### config.mk
export PLATFORM = sky130hd
export DESIGN_NAME = csr_access_seq_flat
export DESIGN_NICKNAME = d
export VERILOG_FILES = /design/src/rtl/csr_access_seq_pkg.sv /design/src/rtl/csr_access_seq_if.sv /design/src/rtl/csr_access_seq_wdata_alu.sv /design/src/rtl/csr_access_seq.sv /design/src/flat_wrapper.sv
export SDC_FILE = /design/constraint.sdc
export NUM_CORES = 1
export LEC_CHECK = 0
export ABC_AREA = 1
export CORE_ASPECT_RATIO = 1.1
export CORE_UTILIZATION = 44
export DETAILED_ROUTE_END_ITERATION = 12
export GPL_TIMING_DRIVEN = 0
export PLACE_DENSITY = 0.74
export REMOVE_ABC_BUFFERS = 1
export SYNTH_ARGS = -nofsm -noshare
export SYNTH_HDL_FRONTEND = slang
export SYNTH_SLANG_ARGS = --single-unit
export TNS_END_PERCENT = 50
### constraint.sdc
create_clock -name clk -period 3.05 [get_ports clk]
set_input_delay 0.61 -clock clk [delete_from_list [all_inputs] [get_ports clk]]
set_output_delay 0.61 -clock clk [all_outputs]
set_load 0.005 [all_outputs]
### src/rtl/csr_access_seq_pkg.sv
// Shared types and constants for the CSR access sequencer.
//   state_t      : sequencer FSM states
//   csr_op_e     : SYSTEM funct3 encodings for the Zicsr ops
//   csr_decode_t : instr[31:7] viewed as CSR address / zimm / funct3 / rd
package csr_access_seq_pkg;

  localparam int unsigned INSTR_W = 32;
  localparam int unsigned ADDR_W  = 12;
  localparam int unsigned ZIMM_W  = 5;
  localparam int unsigned F3_W    = 3;
  localparam int unsigned RD_W    = 5;

  localparam logic [6:0] OPC_SYSTEM = 7'b1110011;
  localparam logic [1:0] RO_BITS    = 2'b11;

  typedef enum logic [1:0] {
    IDLE  = 2'd0,
    READ  = 2'd1,
    WRITE = 2'd2,
    RESP  = 2'd3
  } state_t;

  typedef enum logic [F3_W-1:0] {
    CSRRW  = 3'b001,
    CSRRS  = 3'b010,
    CSRRC  = 3'b011,
    CSRRWI = 3'b101,
    CSRRSI = 3'b110,
    CSRRCI = 3'b111
  } csr_op_e;

  // Field order matches instr[31:7] so the slice can be cast directly.
  typedef struct packed {
    logic [ADDR_W-1:0] addr;
    logic [ZIMM_W-1:0] zimm;
    logic [F3_W-1:0]   funct3;
    logic [RD_W-1:0]   rd;
  } csr_decode_t;

endpackage

### src/rtl/csr_access_seq_if.sv
// Bus bundle for the CSR access sequencer: issue handshake, CSR storage
// port and rd writeback handshake.
//   master : the sequencer (drives in_ready, csr_*, wb_* results)
//   slave  : issue stage / storage / writeback side
interface csr_access_seq_if #(
  parameter int unsigned N = 32
) ();
  import csr_access_seq_pkg::*;

  logic                in_valid;
  logic                in_ready;
  logic [INSTR_W-1:0]  instr;
  logic [N-1:0]        rs1_val;

  logic [ADDR_W-1:0]   csr_addr;
  logic [N-1:0]        csr_rdata;
  logic                csr_legal;
  logic                csr_we;
  logic [N-1:0]        csr_wdata;

  logic                wb_valid;
  logic                wb_ready;
  logic [RD_W-1:0]     wb_rd;
  logic [N-1:0]        wb_data;
  logic                wb_illegal;

  modport master (
    input  in_valid, instr, rs1_val, csr_rdata, csr_legal, wb_ready,
    output in_ready, csr_addr, csr_we, csr_wdata,
           wb_valid, wb_rd, wb_data, wb_illegal
  );

  modport slave (
    output in_valid, instr, rs1_val, csr_rdata, csr_legal, wb_ready,
    input  in_ready, csr_addr, csr_we, csr_wdata,
           wb_valid, wb_rd, wb_data, wb_illegal
  );
endinterface

### src/rtl/csr_access_seq_wdata_alu.sv
// Combinational CSR write-data unit.
//   funct3_i      : op encoding
//   zimm_nz_i     : instr[19:15] != 0 (rs1 / uimm field)
//   old_i, src_i  : current CSR value and operand
//   wdata_c_o     : value to write
//   do_write_c_o  : op writes the CSR
//   op_ok_c_o     : funct3 is a defined CSR op
module csr_access_seq_wdata_alu
  import csr_access_seq_pkg::*;
#(
  parameter int unsigned N = 32
) (
  input  logic [F3_W-1:0] funct3_i,
  input  logic            zimm_nz_i,
  input  logic [N-1:0]    old_i,
  input  logic [N-1:0]    src_i,
  output logic [N-1:0]    wdata_c_o,
  output logic            do_write_c_o,
  output logic            op_ok_c_o
);

  // Set/clear with a zero field are pure reads.
  always_comb begin
    wdata_c_o    = '0;
    do_write_c_o = 1'b0;
    op_ok_c_o    = 1'b0;
    case (funct3_i)
      CSRRW, CSRRWI: begin
        wdata_c_o    = src_i;
        do_write_c_o = 1'b1;
        op_ok_c_o    = 1'b1;
      end
      CSRRS, CSRRSI: begin
        wdata_c_o    = old_i | src_i;
        do_write_c_o = zimm_nz_i;
        op_ok_c_o    = 1'b1;
      end
      CSRRC, CSRRCI: begin
        wdata_c_o    = old_i & ~src_i;
        do_write_c_o = zimm_nz_i;
        op_ok_c_o    = 1'b1;
      end
      default: ;
    endcase
  end

endmodule

### src/rtl/csr_access_seq.sv
// CSR access sequencer: takes one SYSTEM/CSR op, reads the old CSR value,
// issues the write, then returns the old value for rd writeback.
//   clk, rstn : clock, async active-low reset
//   bus       : csr_access_seq_if.master (issue, CSR storage, writeback)
module csr_access_seq
  import csr_access_seq_pkg::*;
#(
  parameter int unsigned N = 32
) (
  input  logic              clk,
  input  logic              rstn,
  csr_access_seq_if.master  bus
);

  state_t      state_q, state_d;
  logic        in_ready_q, in_ready_d;
  csr_decode_t dec_q, dec_d;
  logic [N-1:0] rs1_q, rs1_d;
  logic [N-1:0] old_q, old_d;
  logic        ill_q, ill_d;
  logic        csr_we_q, csr_we_d;
  logic [N-1:0] csr_wdata_q, csr_wdata_d;
  logic        wb_valid_q, wb_valid_d;
  logic [RD_W-1:0] wb_rd_q, wb_rd_d;
  logic [N-1:0] wb_data_q, wb_data_d;
  logic        wb_ill_q, wb_ill_d;

  logic [N-1:0] src_c;
  logic [N-1:0] alu_wdata_c;
  logic        alu_do_write_c;
  logic        alu_op_ok_c;
  logic        illegal_c;
  logic        unused_opc;

  // Opcode is routed by the issue stage and not checked here.
  assign unused_opc = ^bus.instr[6:0];

  assign src_c = dec_q.funct3[2] ? N'(dec_q.zimm) : rs1_q;

  // Write data from live storage read data during READ.
  csr_access_seq_wdata_alu #(.N(N)) u_alu (
    .funct3_i     (dec_q.funct3),
    .zimm_nz_i    (|dec_q.zimm),
    .old_i        (bus.csr_rdata),
    .src_i        (src_c),
    .wdata_c_o    (alu_wdata_c),
    .do_write_c_o (alu_do_write_c),
    .op_ok_c_o    (alu_op_ok_c)
  );

  // Writing a read-only CSR is illegal; reading it is fine.
  assign illegal_c = ~alu_op_ok_c | ~bus.csr_legal |
                     (alu_do_write_c & (dec_q.addr[11:10] == RO_BITS));

  // State register.
  always_ff @(posedge clk or negedge rstn) begin
    if (!rstn) state_q <= IDLE;
    else       state_q <= state_d;
  end

  // Next state and register updates.
  always_comb begin
    state_d     = state_q;
    dec_d       = dec_q;
    rs1_d       = rs1_q;
    old_d       = old_q;
    ill_d       = ill_q;
    csr_we_d    = 1'b0;
    csr_wdata_d = csr_wdata_q;
    wb_valid_d  = wb_valid_q;
    wb_rd_d     = wb_rd_q;
    wb_data_d   = wb_data_q;
    wb_ill_d    = wb_ill_q;
    case (state_q)
      IDLE: begin
        if (bus.in_valid && in_ready_q) begin
          dec_d   = csr_decode_t'(bus.instr[31:7]);
          rs1_d   = bus.rs1_val;
          state_d = READ;
        end
      end
      READ: begin
        old_d       = bus.csr_rdata;
        ill_d       = illegal_c;
        csr_we_d    = alu_do_write_c & ~illegal_c;
        csr_wdata_d = alu_wdata_c;
        state_d     = WRITE;
      end
      WRITE: begin
        wb_valid_d = 1'b1;
        wb_rd_d    = dec_q.rd;
        wb_data_d  = ill_q ? '0 : old_q;
        wb_ill_d   = ill_q;
        state_d    = RESP;
      end
      RESP: begin
        if (bus.wb_ready) begin
          wb_valid_d = 1'b0;
          wb_ill_d   = 1'b0;
          state_d    = IDLE;
        end
      end
      default: state_d = IDLE;
    endcase
    in_ready_d = (state_d == IDLE);
  end

  // Datapath and output registers.
  always_ff @(posedge clk or negedge rstn) begin
    if (!rstn) begin
      in_ready_q  <= 1'b0;
      dec_q       <= '0;
      rs1_q       <= '0;
      old_q       <= '0;
      ill_q       <= 1'b0;
      csr_we_q    <= 1'b0;
      csr_wdata_q <= '0;
      wb_valid_q  <= 1'b0;
      wb_rd_q     <= '0;
      wb_data_q   <= '0;
      wb_ill_q    <= 1'b0;
    end else begin
      in_ready_q  <= in_ready_d;
      dec_q       <= dec_d;
      rs1_q       <= rs1_d;
      old_q       <= old_d;
      ill_q       <= ill_d;
      csr_we_q    <= csr_we_d;
      csr_wdata_q <= csr_wdata_d;
      wb_valid_q  <= wb_valid_d;
      wb_rd_q     <= wb_rd_d;
      wb_data_q   <= wb_data_d;
      wb_ill_q    <= wb_ill_d;
    end
  end

  assign bus.in_ready   = in_ready_q;
  assign bus.csr_addr   = dec_q.addr;
  assign bus.csr_we     = csr_we_q;
  assign bus.csr_wdata  = csr_wdata_q;
  assign bus.wb_valid   = wb_valid_q;
  assign bus.wb_rd      = wb_rd_q;
  assign bus.wb_data    = wb_data_q;
  assign bus.wb_illegal = wb_ill_q;

endmodule

### src/flat_wrapper.sv
// flat-port wrapper written by rule: the top's interface ports become plain ports
module csr_access_seq_flat import csr_access_seq_pkg::*;
#(
  parameter int unsigned N = 32
)
  (clk, rstn, bus_in_valid, bus_instr, bus_rs1_val, bus_csr_rdata, bus_csr_legal, bus_wb_ready, bus_in_ready, bus_csr_addr, bus_csr_we, bus_csr_wdata, bus_wb_valid, bus_wb_rd, bus_wb_data, bus_wb_illegal);
  csr_access_seq_if #(.N(N)) bus_i ();
  input  logic clk;
  input  logic rstn;
  input wire logic [$bits(bus_i.in_valid)-1:0] bus_in_valid;
  input wire logic [$bits(bus_i.instr)-1:0] bus_instr;
  input wire logic [$bits(bus_i.rs1_val)-1:0] bus_rs1_val;
  input wire logic [$bits(bus_i.csr_rdata)-1:0] bus_csr_rdata;
  input wire logic [$bits(bus_i.csr_legal)-1:0] bus_csr_legal;
  input wire logic [$bits(bus_i.wb_ready)-1:0] bus_wb_ready;
  output wire logic [$bits(bus_i.in_ready)-1:0] bus_in_ready;
  output wire logic [$bits(bus_i.csr_addr)-1:0] bus_csr_addr;
  output wire logic [$bits(bus_i.csr_we)-1:0] bus_csr_we;
  output wire logic [$bits(bus_i.csr_wdata)-1:0] bus_csr_wdata;
  output wire logic [$bits(bus_i.wb_valid)-1:0] bus_wb_valid;
  output wire logic [$bits(bus_i.wb_rd)-1:0] bus_wb_rd;
  output wire logic [$bits(bus_i.wb_data)-1:0] bus_wb_data;
  output wire logic [$bits(bus_i.wb_illegal)-1:0] bus_wb_illegal;
  assign bus_i.in_valid = bus_in_valid;
  assign bus_i.instr = bus_instr;
  assign bus_i.rs1_val = bus_rs1_val;
  assign bus_i.csr_rdata = bus_csr_rdata;
  assign bus_i.csr_legal = bus_csr_legal;
  assign bus_i.wb_ready = bus_wb_ready;
  assign bus_in_ready = bus_i.in_ready;
  assign bus_csr_addr = bus_i.csr_addr;
  assign bus_csr_we = bus_i.csr_we;
  assign bus_csr_wdata = bus_i.csr_wdata;
  assign bus_wb_valid = bus_i.wb_valid;
  assign bus_wb_rd = bus_i.wb_rd;
  assign bus_wb_data = bus_i.wb_data;
  assign bus_wb_illegal = bus_i.wb_illegal;
  csr_access_seq #(.N(N)) u_core (.clk(clk), .rstn(rstn), .bus(bus_i));
endmodule
; ---- After elaboration in Yosys (flattened, before gate mapping)
; Cells that the tools add are included.
[word_totals]
ramBits = 0
latch_bits = 0
input_bits = 101
ff_bits = 165
out_inout_bits = 85
wordCells = 60
romBits = 0
n_memories = 0
[classes]
eq_ne = 11
bitwise_logic = 10
add_sub_neg = 0
magnitude_cmp = 0
shifts = 0
n_div = 0
multipliers = 0
muxes = 12
n_reduce_logical = 12
[ops]
columns = cell, n
row1 = $pmux W32 S3, 1
row2 = $mux W32, 2
row3 = $and A32 B32 Y32, 1
row4 = $not A32 Y32, 1
row5 = $or A32 B32 Y32, 1
row6 = $eq A3 B3 Y1 const B, 3
row7 = $pmux W2 S4, 1
row8 = $eq A2 B2 Y1 const B, 3
row9 = $eq A3 B2 Y1 const B, 2
row10 = $pmux W1 S2, 3
row11 = $reduce_or A2 Y1, 3
row12 = $reduce_or A6 Y1, 1
row13 = $reduce_or A5 Y1, 1
row14 = $logic_not A2 Y1, 2
row15 = $mux W2, 2
row16 = $reduce_and A2 Y1, 2
row17 = $reduce_or A4 Y1, 1
row18 = $eq A3 B1 Y1 const B, 1
row19 = $mux W1, 3
row20 = $not A1 Y1, 3
row21 = $and A1 B1 Y1, 2
row22 = $eq A2 B1 Y1 const B, 1
row23 = $ne A2 B2 Y1 const B, 1
row24 = $or A1 B1 Y1, 2
row25 = other kinds (2), 2

; ---- Longest topological paths before layout
; Gate-level depths: netlist of the first run.
[depth]
ltp_word = 9
depth_mapped = 8
ltp_nobuf = 7

; ---- Modules after synthesis
; From an unflattened synthesis of the first run, not the netlist that was laid out.
[hier_totals]
hier_cells = 899
hier_area_um2 = 7252.0
[by_module_without_submodules]
columns = mod, seq_area_each_um2, area_each_um2, cells_per_inst, instances
row1 = csr_access_seq, 4129.0, 6627.6, 757, 1
row2 = csr_access_seq_wdata_alu, 0.0, 624.3, 142, 1

; ---- Worst setup path after synthesis of the first run
; Ideal clock, no wire load.
[synth_path]
path_kind = input port to flip-flop
from = in bus_in_valid
to = reg u_core.rs1_q[20]
arrival_time_ps = 1150
stages = 5
t_required_ps = 2920
setup_slack_ps = 1770
setup_ps = 130
path_buffers = 2
cell_sequence = nand4_4 > buf_4 > buf_4 > nand2_1 > o21ai_0
[synth_between]
elab_chain_cells = 2
[synth_lines]
columns = item, line_no
row1 = start: declaration, flat_wrapper.sv:10  ; input wire logic [$bits(bus_i.in_valid)-1:0] bus_in_valid;
row2 = $logic_and A1 B1 Y1, csr_access_seq.sv:76  ; if (bus.in_valid && in_ready_q) begin
row3 = $reduce_and A2 Y1 (no line), n/a
row4 = end signal: assignment, csr_access_seq.sv:125  ; rs1_q <= rs1_d;
row5 = end: declaration, csr_access_seq.sv:18  ; logic [N-1:0] rs1_q, rs1_d;
; Every way passes these cells.
; A chain may end at the register's enable or synchronous reset.

; ---- Worst setup path after layout of the first run
[layout_path]
from = reg u_core.state_q[0]
to = reg u_core.csr_wdata_q[16], in the netlist u_core.bus.csr_wdata[16]
[layout_between]
elab_chain_cells = 1
[layout_lines]
columns = item, line_no
row1 = start: declaration, csr_access_seq.sv:15  ; state_t state_q, state_d;
row2 = start signal: assignment, csr_access_seq.sv:58  ; else state_q <= state_d;
row3 = $eq A2 B1 Y1, csr_access_seq.sv:74  ; case (state_q)
row4 = end signal: assignment, csr_access_seq.sv:129  ; csr_wdata_q <= csr_wdata_d;
row5 = end: declaration, csr_access_seq.sv:22  ; logic [N-1:0] csr_wdata_q, csr_wdata_d;
; Every way passes these cells.

==> impl_metrics.yaml, run 1 <==
flow_run:
  drv_cap: 0
global_route:
  grt.busiest_layer: "met2"
  grt_use_met1: 0.277
  grt_pass1_wl_microns: 28000
  use_met2: 0.368
  grt_pass1_vias: 5696
  globalRoute.totalOverflow: 0
  use_met3: 0.0574
  grt_use_total: 0.222
  antenna_found_initial: 0
  grt_max_degree: 85
timing:
  fin_crit_ns: 2.73
  fin_setup_tns_ns: 0
  whs_ns: 0.135
  max_freq_mhz: 366
  rsz0062_at_grt: "false"
  fin_skew_ns: 0.00775
  max-slew-margin-rel: 0.262
  slew_viol_final: 0
  period_share: 0.895
  finalHoldViolations: 0
  finalSetupViolCount: 0
  worst_pin_slew_ns: 1.10
floorplanning:
  die_area_sq_um: 16300
  start_util: 0.455
  die_h_microns: 134
  core_region_area_sq_um: 15200
  die_x_microns: 122
  ios: 186
  rows: 47
synth:
  yosysWarnings: 0
  syn_inst: 788
  syn-cell-area_sq_um: 6930
  synth_area_per_cell_sq_um: 8.79
  ys_seq_elements: 165
  synth_cell_types: 21
  ys_seq_area_frac: 0.596
clock_network:
  cts_setup_buffers: 0
  clkTransAtPathRegs_ns: 0.06
  clkLatencyLatePin_ns: 0.41
  cts_hold_buf: 0
  cts_tree: "yes"
  cts.sinks: 165
  cts_resized: 0
  clockRootBuffer: "clkbuf_16"
  numCtsBuffers: 17
  cts_max_path_buffers: 2
  htreeDepth: 4
critical_path:
  crit_family: "buffers and inverters"
  cp_slowest_cell: "nand2_2"
  critical_path_class: "flip-flop to flip-flop"
  worstSetupStartpointType: "flip-flop"
  cp_cell_sequence: "nand2_2, clkinv_2, buf_12, nor2_1, a21oi_1"
  critical_path_arrival_ns: 3.02
  slowest_delay_ns: 0.83
  required_ns: 3.34
  path_max_fanout: 57
  cp_num_buf_inv: 2
  end_kind: "flip-flop"
finish:
  nets: 1033
  stdcell_count: 1139
  area_growth_pct: 34.3
  nFillCells: 1337
  antenna-diode-count: 0
  drive_gt1_frac: 0.0477
run_status:
  outcome: "completed"
routing:
  remaining_drc_errors: 0
  vias_per_cell: 4.97
  dr.pass1.iters: 4
  postRouteAntennaNets: 0
  drt_wl_total_microns: 16700
  dr_total_vias: 5665
  drt_iter0_drc: 328
  wl_per_cell_microns: 14.7
place:
  io_buffers: 178
  gp_congestion: 0.784
  hpwl_microns: 10300
  placedCellCount: 1108
power_and_ir_drop:
  pwr-share-clk: 0.227
  p_int_mw: 6.09
  p_leak_nw: 4.37
  vdd_ir_drop_max_uv: 539
  power_switching_mw: 3.31
  seq_power_share: 0.402
  comb_power_share: 0.370
  p_sw_frac: 0.352
  powerDensity_nw_per_um2: 1010
min_path:
  min_path_type: "input port to async pin"
-- logic make-up after synthesis --
logic type | share of synthesized area
AOI/OAI and AO/OA | 0.129
buffers and inverters | 0.0939
DFF | 0.596
and+or+nand+nor | 0.181
-- layer usage --
layer | part of all wire | vias to the layer above | routed length (microns)
met2 | 0.48 | 185 | 8050
li1 | - | 2791 | -
met5 | 0 | - | 0
met3 | 0.061 | 19 | 1030
met4 | 0.014 | 0 | 226
met1 | 0.44 | 2670 | 7410
-- worst register-to-register path: cells and delay by family (launching register included) --
kind	cells	cell delay [ns]
flip-flops	1	0.44
buffers and inverters	2	1.11
AO/OA/AOI/OAI	1	0.06
AND/OR/NAND/NOR	2	1.00
-- cell type report --
| type | instances | area, sq um | share of cell area |
|---|---|---|---|
| clock buffers | 21 | 450 | 0.0484 |
| clock inverters | 9 | 130 | 0.0140 |
| inverters | 86 | 324 | 0.0348 |
| multi-input cells | 480 | 2150 | 0.231 |
| flip-flops and latches | 165 | 4130 | 0.444 |
| well taps | 196 | 245 | 0.0264 |
| repair buffers | 182 | 1870 | 0.201 |
-- worst paths after layout --
kind                       cells past startpoint                   start                  endpoint  slack, ns
max reg2reg                                    5       u_core.state_q[0]  u_core.bus.csr_wdata[16]       0.32
min in group clk                               2  u_core.bus.wb_data[27]    u_core.bus.wb_data[27]       0.48
min reg2reg                                    2  u_core.bus.wb_data[27]    u_core.bus.wb_data[27]       0.48
max                                            5       u_core.state_q[0]  u_core.bus.csr_wdata[16]       0.32
max in group asynchronous                      2                    rstn          u_core.rs1_q[11]       2.08
min                                            1                    rstn           u_core.dec_q[9]       0.14
-- cell usage in the layout, fill, tap and decap left out, drive strengths merged --
cell type | synthesis | routed
inv | 86 | 85
o21ai | 96 | 96
nand2 | 222 | 222
nand4 | 1 | 1
nor2 | 45 | 45
a31oi | 25 | 25
bufinv | 0 | 3
clkinv | 0 | 3
buf | 43 | 5
a21oi | 44 | 44
clkdlybuf4s50 | 0 | 177
o21a | 1 | 1
clkbuf | 14 | 21
o211ai | 4 | 4
dfrtp | 165 | 165
nand3 | 42 | 42
clkinvlp | 0 | 4
-- power by group through the flow --
stage               clock, mW  sequential, mW  combinational (mW)
finish                   2.14            3.78                3.48
global route             2.26            3.91                3.96
CTS                      2.18            3.78                3.52
detailed placement          0            3.80                3.50
global placement            0            3.78                3.39
floorplan                   0            3.73                1.71
-- stage by stage --
step	util	total power, mW	setup WS (ns)	instance area, sq um
floorplan	-	5.45	1.07	6600
global placement	0.566	7.17	-5.51	8630
global route	0.611	10.1	0.0871	9300
CTS	0.609	9.48	0.0639	9280
finish	0.611	9.40	0.321	9300
detailed placement	0.571	7.31	0.0839	8700
-- sequential cells by signal, indices dropped and copies added (netlist names) --
register               flops
u_core.ill_q               1
u_core.state_q             2
u_core.bus.wb_valid        1
u_core.bus.csr_we          1
u_core.bus.csr_addr       12
u_core.bus.wb_rd           5
u_core.bus.wb_illegal      1
u_core.old_q              32
u_core.bus.in_ready        1
u_core.bus.wb_data        32
u_core.rs1_q              32
u_core.bus.csr_wdata      32
u_core.dec_q              13
-- cell usage after synthesis --
cell type  number  area share
dfrtp_1       165        0.60
a31oi_1        25       0.023
clkbuf_1       14      0.0076
o21ai_1        19       0.014
o211ai_1        4      0.0043
nor2_1         44       0.024
buf_6           1      0.0016
buf_4          22       0.024
nand2_4         1      0.0016
nand3_1        42       0.030
nand2_2         2      0.0018
o21a_1          1      0.0011
buf_1           1     0.00054
o21ai_0        77       0.056
nand4_4         1      0.0031
buf_2          19       0.014
inv_1          79       0.043
a21oi_1        44       0.032
nand2_1       219        0.12
inv_2           7      0.0038
nor2_4          1      0.0016
No activity file was read; power rests on OpenSTA's default activity.
==> run 2, diff against run 1 <==
==> constraint.sdc (replaced) <==
create_clock -name clk -period 3.05 [get_ports clk]
set_input_delay 0.915 -clock clk [delete_from_list [all_inputs] [get_ports clk]]
set_output_delay 0.915 -clock clk [all_outputs]
set_load 0.005 [all_outputs]
==> results of run 2 <==
The final DEF is identical to that of run 1. Status: completed.
Main changes from that run: hold slack 0.135 ns -> 0.440 ns
==> run 3, diff against run 2 <==
Settings changed: CORE_ASPECT_RATIO 1.1 to default.
Clock period 3.05 ns to 2.9 ns, I/O delays scaled along.
==> run 3 against run 2 <==
Non-clock buffer count decreased by 2. Sequential share of layout area decreased by 0.11 points. Worst hold slack worse by 0.041 ns. Routed wire length fell by 1.5%. Combinational power grew 4%. Largest cell class unchanged. Worst setup slack improved by 0.082 ns. Highest routed layer unchanged. Clock power is 9.3% higher.
==> impl_metrics.yaml, run 3 (same netlist as run 1, synthesis figures left out) <==
run_status:
  outcome: "completed"
clock_network:
  cts_max_path_buffers: 2
  numCtsBuffers: 17
  cts_resized: 1
  htreeDepth: 4
  cts_setup_buffers: 0
  clkLatencyLatePin_ns: 0.41
  clockRootBuffer: "clkbuf_16"
  cts.sinks: 165
  cts_tree: "yes"
  cts_hold_buf: 0
  clkTransAtPathRegs_ns: 0.06
timing:
  slew_viol_final: 0
  rsz0062_at_grt: "false"
  worst_pin_slew_ns: 1.11
  finalWorstSetupSlack_ns: 0.404
  max_freq_mhz: 401
  whs_ns: 0.399
  period_share: 0.861
  finalSetupViolCount: 0
  fin_setup_tns_ns: 0
  finalHoldViolations: 0
  fin_crit_ns: 2.50
  max-slew-margin-rel: 0.259
  fin_skew_ns: 0.00612
critical_path:
  reg2reg_from: "u_core.state_q[1]"
  worstSetupStartpointType: "flip-flop"
  rr_worst_depth: 5
  r2r-end: "u_core.bus.csr_wdata[3]"
  slowest_delay_ns: 0.93
  path_max_fanout: 84
  cp_slowest_cell: "inv_4"
  crit_family: "buffers and inverters"
  cp_num_buf_inv: 2
  critical_path_class: "flip-flop to flip-flop"
  critical_path_arrival_ns: 2.85
  cp_cell_sequence: "inv_2, nand2_2, inv_4, o211ai_1, nand2_1"
  end_kind: "flip-flop"
  r2r_setup_slack_ns: 0.40
  required_ns: 3.25
routing:
  dr.pass1.iters: 5
  vias_per_cell: 4.89
  dr_total_vias: 5646
  postRouteAntennaNets: 0
  wl_per_cell_microns: 14.3
  remaining_drc_errors: 0
  drt_wl_total_microns: 16500
  drt_iter0_drc: 414
finish:
  final_cell_mix: "nand2_1 (219), clkdlybuf4s50_1 (177), dfrtp_1 (164)"
  drive_gt1_frac: 0.0509
  nets: 1031
  final_common_cell: "nand2_1"
  antenna-diode-count: 0
  area_growth_pct: 34.6
  fin_util: 0.611
floorplanning:
  rows: 45
  die_x_microns: 127
  die_h_microns: 127
  ios: 186
  die_area_sq_um: 16300
  start_util: 0.454
  core_region_area_sq_um: 15300
place:
  place_ws_ns: -0.0682
  gp_congestion: 0.760
  hpwl_microns: 10100
  io_buffers: 178
global_route:
  grt_use_total: 0.219
  grt_pass1_wl_microns: 27800
  grt_max_degree: 101
  globalRoute.totalOverflow: 0
  antenna_found_initial: 0
  grt_pass1_vias: 5540
power_and_ir_drop:
  p_leak_nw: 4.37
  powerDensity_nw_per_um2: 1060
  vdd_ir_drop_max_uv: 456
min_path:
  min_path_type: "input port to async pin"
flow_run:
  drv_cap: 0
[run 3: changes by cell type in the layout (fill, tap and decap cells not counted)]
cell	previous run	this run
inv_6	0	3
clkinvlp_4	4	5
inv_4	0	1
buf_12	3	0
clkbuf_1	3	0
clkinv_2	3	1
buf_16	1	2
clkinv_4	0	2
[run 3: power by group]
group	switching, mW	total (mW)	internal, mW	leakage (nW)
registers	0.630	3.97	3.34	2.01
clock network	0.948	2.34	1.39	0.286
logic	1.95	3.63	1.68	2.07
[run 3: metal layers]
layer / wire length (microns) / GRT usage
met2: 7980 / 0.358
met4: 146 / 0.0490
met1: 7090 / 0.286
met3: 1250 / 0.0678
met5: 0 / 0
[run 3: metrics by stage]
step | total power, mW | instances | area (sq um)
6_report | 9.93 | 1154 | 9330
5_1_grt | 10.8 | 1154 | 9330
4_1_cts | 10.0 | 1154 | 9330
3_5_place_dp | 7.67 | 1122 | 8710
3_3_place_gp | 7.55 | 1120 | 8650
2_1_floorplan | 5.73 | 731 | 6600
[run 3: worst max path at each step]
stage | startpoint | to | slack (ns) | depth (start not counted)
floorplan | bus_in_valid | u_core.bus.csr_addr[10] | 0.77 | 2
global placement | rstn | u_core.bus.csr_addr[5] | -5.95 | 1
detailed placement | u_core.state_q[1] | u_core.old_q[4] | -0.07 | 4
CTS | u_core.state_q[1] | u_core.old_q[4] | 0.37 | 4
global route | u_core.state_q[1] | u_core.bus.csr_wdata[0] | 0.08 | 5
finish | u_core.state_q[1] | u_core.bus.csr_wdata[3] | 0.40 | 5
[run 3: area by class of cell]
type                       count  area (sq um)
sequential                   165          4130
clock buffer                  18           439
inverter                      86           325
fill                        1343          5930
timing repair buffer         180          1840
tap                          211           264
clock inverter                14           176
multi-input combinational    480          2150
